**config.mk**
```make
export PLATFORM = sky130hd
export DESIGN_NAME = uart_echo_sys
export DESIGN_NICKNAME = d
export VERILOG_FILES = /design/src/rtl/uart_echo_sys.sv
export SDC_FILE = /design/constraint.sdc
export NUM_CORES = 1
export LEC_CHECK = 0
export BUFFER_PORTS_ARGS = -buffer_cell sky130_fd_sc_hd__buf_4
export CAP_MARGIN = 20
export CORE_AREA = 2 2 243 173
export DETAILED_ROUTE_END_ITERATION = 8
export DIE_AREA = 0 0 245 175
export GPL_TIMING_DRIVEN = 0
export HOLD_SLACK_MARGIN = 0.15
export PLACE_DENSITY_LB_ADDON = 0.1
export SLEW_MARGIN = 20
export SYNTH_ARGS = -nofsm -noshare
export SYNTH_HDL_FRONTEND = slang
export SYNTH_SLANG_ARGS = --single-unit
```
**constraint.sdc**
```tcl
create_clock -name clk -period 9 [get_ports clk]
set_input_delay 1.8 -clock clk [delete_from_list [all_inputs] [get_ports clk]]
set_output_delay 1.8 -clock clk [all_outputs]
set_load 0.02 [all_outputs]
```
**src/rtl/uart_echo_sys.sv**
```systemverilog
// UART test subsystem: oversampled receiver, transmitter, one FIFO per direction
// and a host/echo routing switch with sticky receive-error flags.

module uart_echo_fifo #(
    parameter int W  = 8,
    parameter int AW = 4
) (
    input  logic         clk,
    input  logic         rst,
    input  logic         push,
    input  logic [W-1:0] din,
    input  logic         pop,
    output logic [W-1:0] dout,
    output logic         empty,
    output logic         full
);
    localparam int DEPTH = 2 ** AW;

    logic [W-1:0]  mem [DEPTH];
    logic [AW-1:0] wr_ptr_reg, rd_ptr_reg;
    logic [AW:0]   count_reg, count_next;
    logic          do_push, do_pop;

    assign empty   = (count_reg == '0);
    assign full    = (count_reg == (AW+1)'(DEPTH));
    assign do_pop  = pop && !empty;
    // A push into a full FIFO is only accepted when a pop frees a slot in the same cycle.
    assign do_push = push && (!full || do_pop);
    assign dout    = empty ? '0 : mem[rd_ptr_reg];

    always_comb begin
        count_next = count_reg;
        case ({do_push, do_pop})
            2'b10:   count_next = count_reg + 1'b1;
            2'b01:   count_next = count_reg - 1'b1;
            default: count_next = count_reg;
        endcase
    end

    always_ff @(posedge clk) begin
        if (do_push)
            mem[wr_ptr_reg] <= din;
    end

    always_ff @(posedge clk) begin
        if (rst) begin
            wr_ptr_reg <= '0;
            rd_ptr_reg <= '0;
            count_reg  <= '0;
        end else begin
            if (do_push) wr_ptr_reg <= wr_ptr_reg + 1'b1;
            if (do_pop)  rd_ptr_reg <= rd_ptr_reg + 1'b1;
            count_reg <= count_next;
        end
    end
endmodule

module uart_echo_sys #(
    parameter int CLK_FREQ = 50000000,
    parameter int BAUD     = 115200,
    parameter int DBIT     = 8,
    parameter int FIFO_AW  = 4
) (
    input  logic            clk,
    input  logic            rst,
    input  logic            rx,
    output logic            tx,
    input  logic            mode,
    input  logic            wr,
    input  logic [DBIT-1:0] denv,
    input  logic            rd,
    output logic [DBIT-1:0] drec,
    output logic            rx_empty,
    output logic            tx_full,
    output logic            frm_err,
    output logic            ovf,
    input  logic            clr_err
);
    localparam int DIV_RAW = CLK_FREQ / (BAUD * 16);
    localparam int DIV     = (DIV_RAW < 1) ? 1 : DIV_RAW;
    localparam int CW      = (DIV > 1) ? $clog2(DIV) : 1;
    localparam int NW      = $clog2(DBIT);

    typedef enum logic [1:0] {ST_IDLE, ST_START, ST_DATA, ST_STOP} state_t;

    // 16x oversampling tick
    logic [CW-1:0] div_cnt_reg;
    logic          tick;
    assign tick = (div_cnt_reg == CW'(DIV - 1));

    always_ff @(posedge clk) begin
        if (rst || tick) div_cnt_reg <= '0;
        else             div_cnt_reg <= div_cnt_reg + 1'b1;
    end

    logic rx_meta_reg, rx_sync_reg;
    always_ff @(posedge clk) begin
        if (rst) begin
            rx_meta_reg <= 1'b1;
            rx_sync_reg <= 1'b1;
        end else begin
            rx_meta_reg <= rx;
            rx_sync_reg <= rx_meta_reg;
        end
    end

    logic            mode_reg;
    logic            rx_push_reg, rx_pop, rx_full;
    logic [DBIT-1:0] rx_head;
    logic            tx_push, tx_pop, tx_empty;
    logic [DBIT-1:0] tx_din, tx_head;
    logic            echo_xfer;
    logic            frm_err_reg, ovf_reg;

    always_ff @(posedge clk) begin
        if (rst) mode_reg <= 1'b0;
        else     mode_reg <= mode;
    end

    // Receiver
    state_t          rx_state_reg;
    logic [3:0]      rx_s_reg;
    logic [NW-1:0]   rx_n_reg;
    logic [DBIT-1:0] rx_b_reg;

    always_ff @(posedge clk) begin
        if (rst) begin
            rx_state_reg <= ST_IDLE;
            rx_s_reg     <= '0;
            rx_n_reg     <= '0;
            rx_b_reg     <= '0;
            rx_push_reg  <= 1'b0;
            frm_err_reg  <= 1'b0;
        end else begin
            rx_push_reg <= 1'b0;
            if (clr_err) frm_err_reg <= 1'b0;
            case (rx_state_reg)
                ST_IDLE: begin
                    rx_s_reg <= '0;
                    if (!rx_sync_reg) rx_state_reg <= ST_START;
                end
                ST_START: if (tick) begin
                    if (rx_s_reg == 4'd7) begin
                        rx_s_reg     <= '0;
                        rx_n_reg     <= '0;
                        rx_state_reg <= rx_sync_reg ? ST_IDLE : ST_DATA;
                    end else begin
                        rx_s_reg <= rx_s_reg + 1'b1;
                    end
                end
                ST_DATA: if (tick) begin
                    if (rx_s_reg == 4'd15) begin
                        rx_s_reg <= '0;
                        rx_b_reg <= {rx_sync_reg, rx_b_reg[DBIT-1:1]};
                        if (rx_n_reg == NW'(DBIT - 1)) rx_state_reg <= ST_STOP;
                        else                           rx_n_reg <= rx_n_reg + 1'b1;
                    end else begin
                        rx_s_reg <= rx_s_reg + 1'b1;
                    end
                end
                ST_STOP: if (tick) begin
                    if (rx_s_reg == 4'd15) begin
                        rx_state_reg <= ST_IDLE;
                        if (rx_sync_reg) rx_push_reg <= 1'b1;
                        else             frm_err_reg <= 1'b1;
                    end else begin
                        rx_s_reg <= rx_s_reg + 1'b1;
                    end
                end
                default: rx_state_reg <= ST_IDLE;
            endcase
        end
    end

    // Routing between host and echo path
    assign echo_xfer = mode_reg && !rx_empty && !tx_full;
    assign rx_pop    = mode_reg ? echo_xfer : rd;
    assign tx_push   = mode_reg ? echo_xfer : wr;
    assign tx_din    = mode_reg ? rx_head : denv;
    assign drec      = rx_head;

    always_ff @(posedge clk) begin
        if (rst) begin
            ovf_reg <= 1'b0;
        end else begin
            if (clr_err) ovf_reg <= 1'b0;
            if (rx_push_reg && rx_full && !rx_pop) ovf_reg <= 1'b1;
        end
    end

    assign frm_err = frm_err_reg;
    assign ovf     = ovf_reg;

    uart_echo_fifo #(.W(DBIT), .AW(FIFO_AW)) u_rx_fifo (
        .clk(clk), .rst(rst),
        .push(rx_push_reg), .din(rx_b_reg),
        .pop(rx_pop), .dout(rx_head),
        .empty(rx_empty), .full(rx_full)
    );

    uart_echo_fifo #(.W(DBIT), .AW(FIFO_AW)) u_tx_fifo (
        .clk(clk), .rst(rst),
        .push(tx_push), .din(tx_din),
        .pop(tx_pop), .dout(tx_head),
        .empty(tx_empty), .full(tx_full)
    );

    // Transmitter: reloading straight from the stop bit keeps queued frames gapless.
    state_t          tx_state_reg;
    logic [3:0]      tx_s_reg;
    logic [NW-1:0]   tx_n_reg;
    logic [DBIT-1:0] tx_b_reg;
    logic            tx_reg;

    assign tx_pop = !tx_empty &&
                    ((tx_state_reg == ST_IDLE) ||
                     (tx_state_reg == ST_STOP && tick && tx_s_reg == 4'd15));
    assign tx = tx_reg;

    always_ff @(posedge clk) begin
        if (rst) begin
            tx_state_reg <= ST_IDLE;
            tx_s_reg     <= '0;
            tx_n_reg     <= '0;
            tx_b_reg     <= '0;
            tx_reg       <= 1'b1;
        end else begin
            case (tx_state_reg)
                ST_IDLE: if (tx_pop) begin
                    tx_reg       <= 1'b0;
                    tx_b_reg     <= tx_head;
                    tx_s_reg     <= '0;
                    tx_state_reg <= ST_START;
                end
                ST_START: if (tick) begin
                    if (tx_s_reg == 4'd15) begin
                        tx_s_reg     <= '0;
                        tx_n_reg     <= '0;
                        tx_reg       <= tx_b_reg[0];
                        tx_state_reg <= ST_DATA;
                    end else begin
                        tx_s_reg <= tx_s_reg + 1'b1;
                    end
                end
                ST_DATA: if (tick) begin
                    if (tx_s_reg == 4'd15) begin
                        tx_s_reg <= '0;
                        tx_b_reg <= tx_b_reg >> 1;
                        if (tx_n_reg == NW'(DBIT - 1)) begin
                            tx_reg       <= 1'b1;
                            tx_state_reg <= ST_STOP;
                        end else begin
                            tx_n_reg <= tx_n_reg + 1'b1;
                            tx_reg   <= tx_b_reg[1];
                        end
                    end else begin
                        tx_s_reg <= tx_s_reg + 1'b1;
                    end
                end
                ST_STOP: if (tick) begin
                    if (tx_s_reg == 4'd15) begin
                        tx_s_reg <= '0;
                        if (tx_pop) begin
                            tx_reg       <= 1'b0;
                            tx_b_reg     <= tx_head;
                            tx_state_reg <= ST_START;
                        end else begin
                            tx_state_reg <= ST_IDLE;
                        end
                    end else begin
                        tx_s_reg <= tx_s_reg + 1'b1;
                    end
                end
                default: tx_state_reg <= ST_IDLE;
            endcase
        end
    end
endmodule
```
==> results.sh <==
export IMPL_post_dp_hpwl_microns=22300
export IMPL_postLayoutCellArea_sq_um=16100
export IMPL_synth_async_reset_ratio_pct=0
export IMPL_cts_resized=0
export IMPL_power_w=0.00379
export IMPL_area_growth_pct=14.6
export IMPL_synth_top_area_share_pct=54.7
export IMPL_synth_edff_count=256
export IMPL_setup_tns_ps=0
export IMPL_rsz0062_at_grt="no"
export IMPL_finalCritPeriodShare_pct=51.9
export IMPL_initial_core_util_pct=34.6
export IMPL_use_met2_pct=21.8
export IMPL_pin_count=28
export IMPL_r2r_slack_ps=5150
export IMPL_crit_top_cell="buf_4"
export IMPL_min_to="rx_sync_reg"
export IMPL_synth_area_leader_cell="edfxtp_1"
export IMPL_crit_buf_inv=4
export IMPL_fin_util_pct=39.7
export IMPL_wl_per_cell_microns=20.7
export IMPL_arrival_ps=2870
export IMPL_grt_busiest_layer="met1"
export IMPL_grt_overflow_total=0
export IMPL_synth_flop_cell="edfxtp_1"
export IMPL_criticalPathCategory="flip-flop to primary output"
export IMPL_worstReg2RegEnd="u_tx_fifo.count_reg[4]"
export IMPL_cts_root_buf="clkbuf_16"
export IMPL_ys_ff_latch=336
export IMPL_min_from="rx_meta_reg"
export IMPL_core_sq_um=40600
export IMPL_grt_util_met3_pct=3.26
export IMPL_top_regs="u_rx_fifo.mem (128), u_tx_fifo.mem (128)"
export IMPL_num_rows=62
export IMPL_postCtsSetupBuffers=0
export IMPL_yosysWarnings=0
export IMPL_synth_cell_types=67
export IMPL_rr_startpoint="mode_reg"
export IMPL_postSynthAreaPerCell_sq_um=15.0
export IMPL_grtUsageMet1_pct=24.6
export IMPL_worstHoldPathCells=1
export IMPL_min_path_type="flip-flop to flip-flop"
export IMPL_syn_nets=983
export IMPL_drive_gt1_share_pct=18.0
export IMPL_power_density_nw_per_um2=235
export IMPL_worstSkewPairLatency_ps=540
export IMPL_ir_drop_v=0.000121
export IMPL_slew_headroom_pct=27.5
export IMPL_synth_common_cells="edfxtp_1, dfxtp_1, nor2_1, nand2_1, mux4_2"
export IMPL_grt_usage_pct=15.6
export IMPL_start_kind="flip-flop"
export IMPL_hold_violations=0
export IMPL_ys_seq_area_share_pct=66.1
export IMPL_status="finished, final reports clean"
export IMPL_portBuffers=27
export IMPL_grt_pass1_vias=7965
export IMPL_grt_pass1_wl_microns=50100
export IMPL_synth_most_common_cell="edfxtp_1"
export IMPL_crit_chain="buf_6 -> buf_2 -> buf_4 -> mux4_2 -> mux2i_1 -> a211oi_1 -> buf_4"
export IMPL_cap_violations=0
export IMPL_fmax_ghz=0.214
export IMPL_grt_max_degree=19
export IMPL_placed_area_sq_um=15000
export IMPL_clock_sinks=336
export IMPL_crit_fanout=10
export IMPL_nets=1050
export IMPL_skew_ps=29.1
export IMPL_dr_pass1_iters=5
export IMPL_worst_pin_slew_ps=1080
export IMPL_routed_via_density=5.06
export IMPL_setup_viol=0
export IMPL_cts_buffer_depth=3
export IMPL_r2r_cells=13
export IMPL_p_leak_nw=5.35
export IMPL_endpoint_kind="primary output"
export IMPL_cts_tree="done"
export IMPL_route_detailed_drc=0
export IMPL_vias=7975
export IMPL_slowest_stage="a211oi_1"
export IMPL_critical_path_top_delay_family="buffers and inverters"
export IMPL_cts_hold_buf=0
export IMPL_mappedNetlistArea_sq_um=14000
export IMPL_die_width_microns=245
export IMPL_grt_antenna_before_repair=0
export IMPL_cts_max_level=2
export IMPL_die_area_sq_um=42900
export IMPL_numCtsBuffers=36
export IMPL_die_h_microns=175
export IMPL_clk_pin_slew_ps=60
export IMPL_routabilityCongestion=0.784
export IMPL_ant_nets=0
export IMPL_crit_required_ps=7200
export IMPL_netlist_top_cells_area="edfxtp_1, dfxtp_1, mux4_2"
export IMPL_wl_microns=32700
export IMPL_finalMaxSlewViolations=0
export IMPL_fillers=3764
export IMPL_drtIter0Drc=627
export IMPL_slowest_delay_ps=670
export IMPL_syn_inst=938
export IMPL_diodes=0
export IMPL_post_route_min_period_ps=4670
through the flow:
stage | hold WS, ps | setup WS [ps] | instances
3_5_place_dp | 397 | 4200 | 1511
5_1_grt | 420 | 4110 | 1575
4_1_cts | 413 | 4110 | 1575
3_3_place_gp | 397 | 4180 | 1509
2_1_floorplan | 389 | 4770 | 938
6_report | 411 | 4330 | 1575
how the worst max path moves through the flow:
stage | from | endpoint | slack (ps) | depth (start not counted)
floorplan | rd | u_rx_fifo.count_reg[4] | 4770 | 13
global placement | rd | u_rx_fifo.count_reg[4] | 4180 | 14
detailed placement | rd | u_rx_fifo.count_reg[4] | 4200 | 14
CTS | flip-flop | drec[7] | 4110 | 7
global route | u_rx_fifo.count_reg[2] | drec[7] | 4110 | 6
finish | flip-flop | drec[7] | 4330 | 7
layer usage:
layer  vias up  share of wire, %
li1       3748                 -
met1      3999                52
met2       181                41
met3        47               5.8
met4         0               1.6
met5         -                 0
kinds of logic after synthesis:
| family | share of synthesized area, % |
|---|---|
| AND/OR/NAND/NOR | 8.32 |
| XOR/XNOR | 1.18 |
| flip-flops | 66.1 |
| adder cells (fa/ha/maj) | 2.73 |
| AO/OA/AOI/OAI | 6.65 |
| buffers and inverters | 2.74 |
| multiplexers | 12.2 |
power breakdown:
group / switching (W) / internal, W
Sequential: 0.0000424 / 0.00172
Combinational: 0.000359 / 0.000246
Clock: 0.000616 / 0.000807
area by class of cell:
cell class | instances | area, sq um | share of cell area (%)
plain buffers | 53 | 269 | 1.67
clock inverters | 17 | 170 | 1.06
inverters | 31 | 116 | 0.723
clock buffers | 47 | 942 | 5.85
multi-input cells | 518 | 4410 | 27.4
repair buffers | 29 | 218 | 1.35
flip-flops and latches | 336 | 9290 | 57.7
well taps | 544 | 681 | 4.23
placed cells by master (no fill, tap or decap), drive strengths merged, types with 5 or more instances in the layout:
| cell | n |
|---|---|
| buf | 57 |
| xnor2 | 8 |
| nand2b | 6 |
| edfxtp | 256 |
| nand3 | 21 |
| a21oi | 40 |
| dfxtp | 80 |
| clkbuf | 72 |
| and2 | 5 |
| clkinv | 12 |
| nor3 | 20 |
| nand2 | 63 |
| o21ai | 17 |
| and3 | 6 |
| mux2 | 9 |
| mux4 | 60 |
| a211oi | 20 |
| xor2 | 11 |
| nor2 | 69 |
| nor4 | 6 |
| o211ai | 6 |
| nand4 | 6 |
| mux2i | 26 |
| a31oi | 6 |
| ha | 29 |
| inv | 33 |
| a21o | 5 |
| nor2b | 19 |
worst reg2reg max path, stage by stage, from the launching register on:
cell and delay [ps]:
dfxtp_1 360, clkbuf_1 740, a31oi_1 250, and3_1 250, clkbuf_1 220, inv_1 110, ha_1 240, inv_1 110
fa_1 460, nor2b_1 160, o21ai_0 120, and3_1 210, or4_1 400, a21oi_1 150
Note: power is estimated with default switching activity, not from simulation.
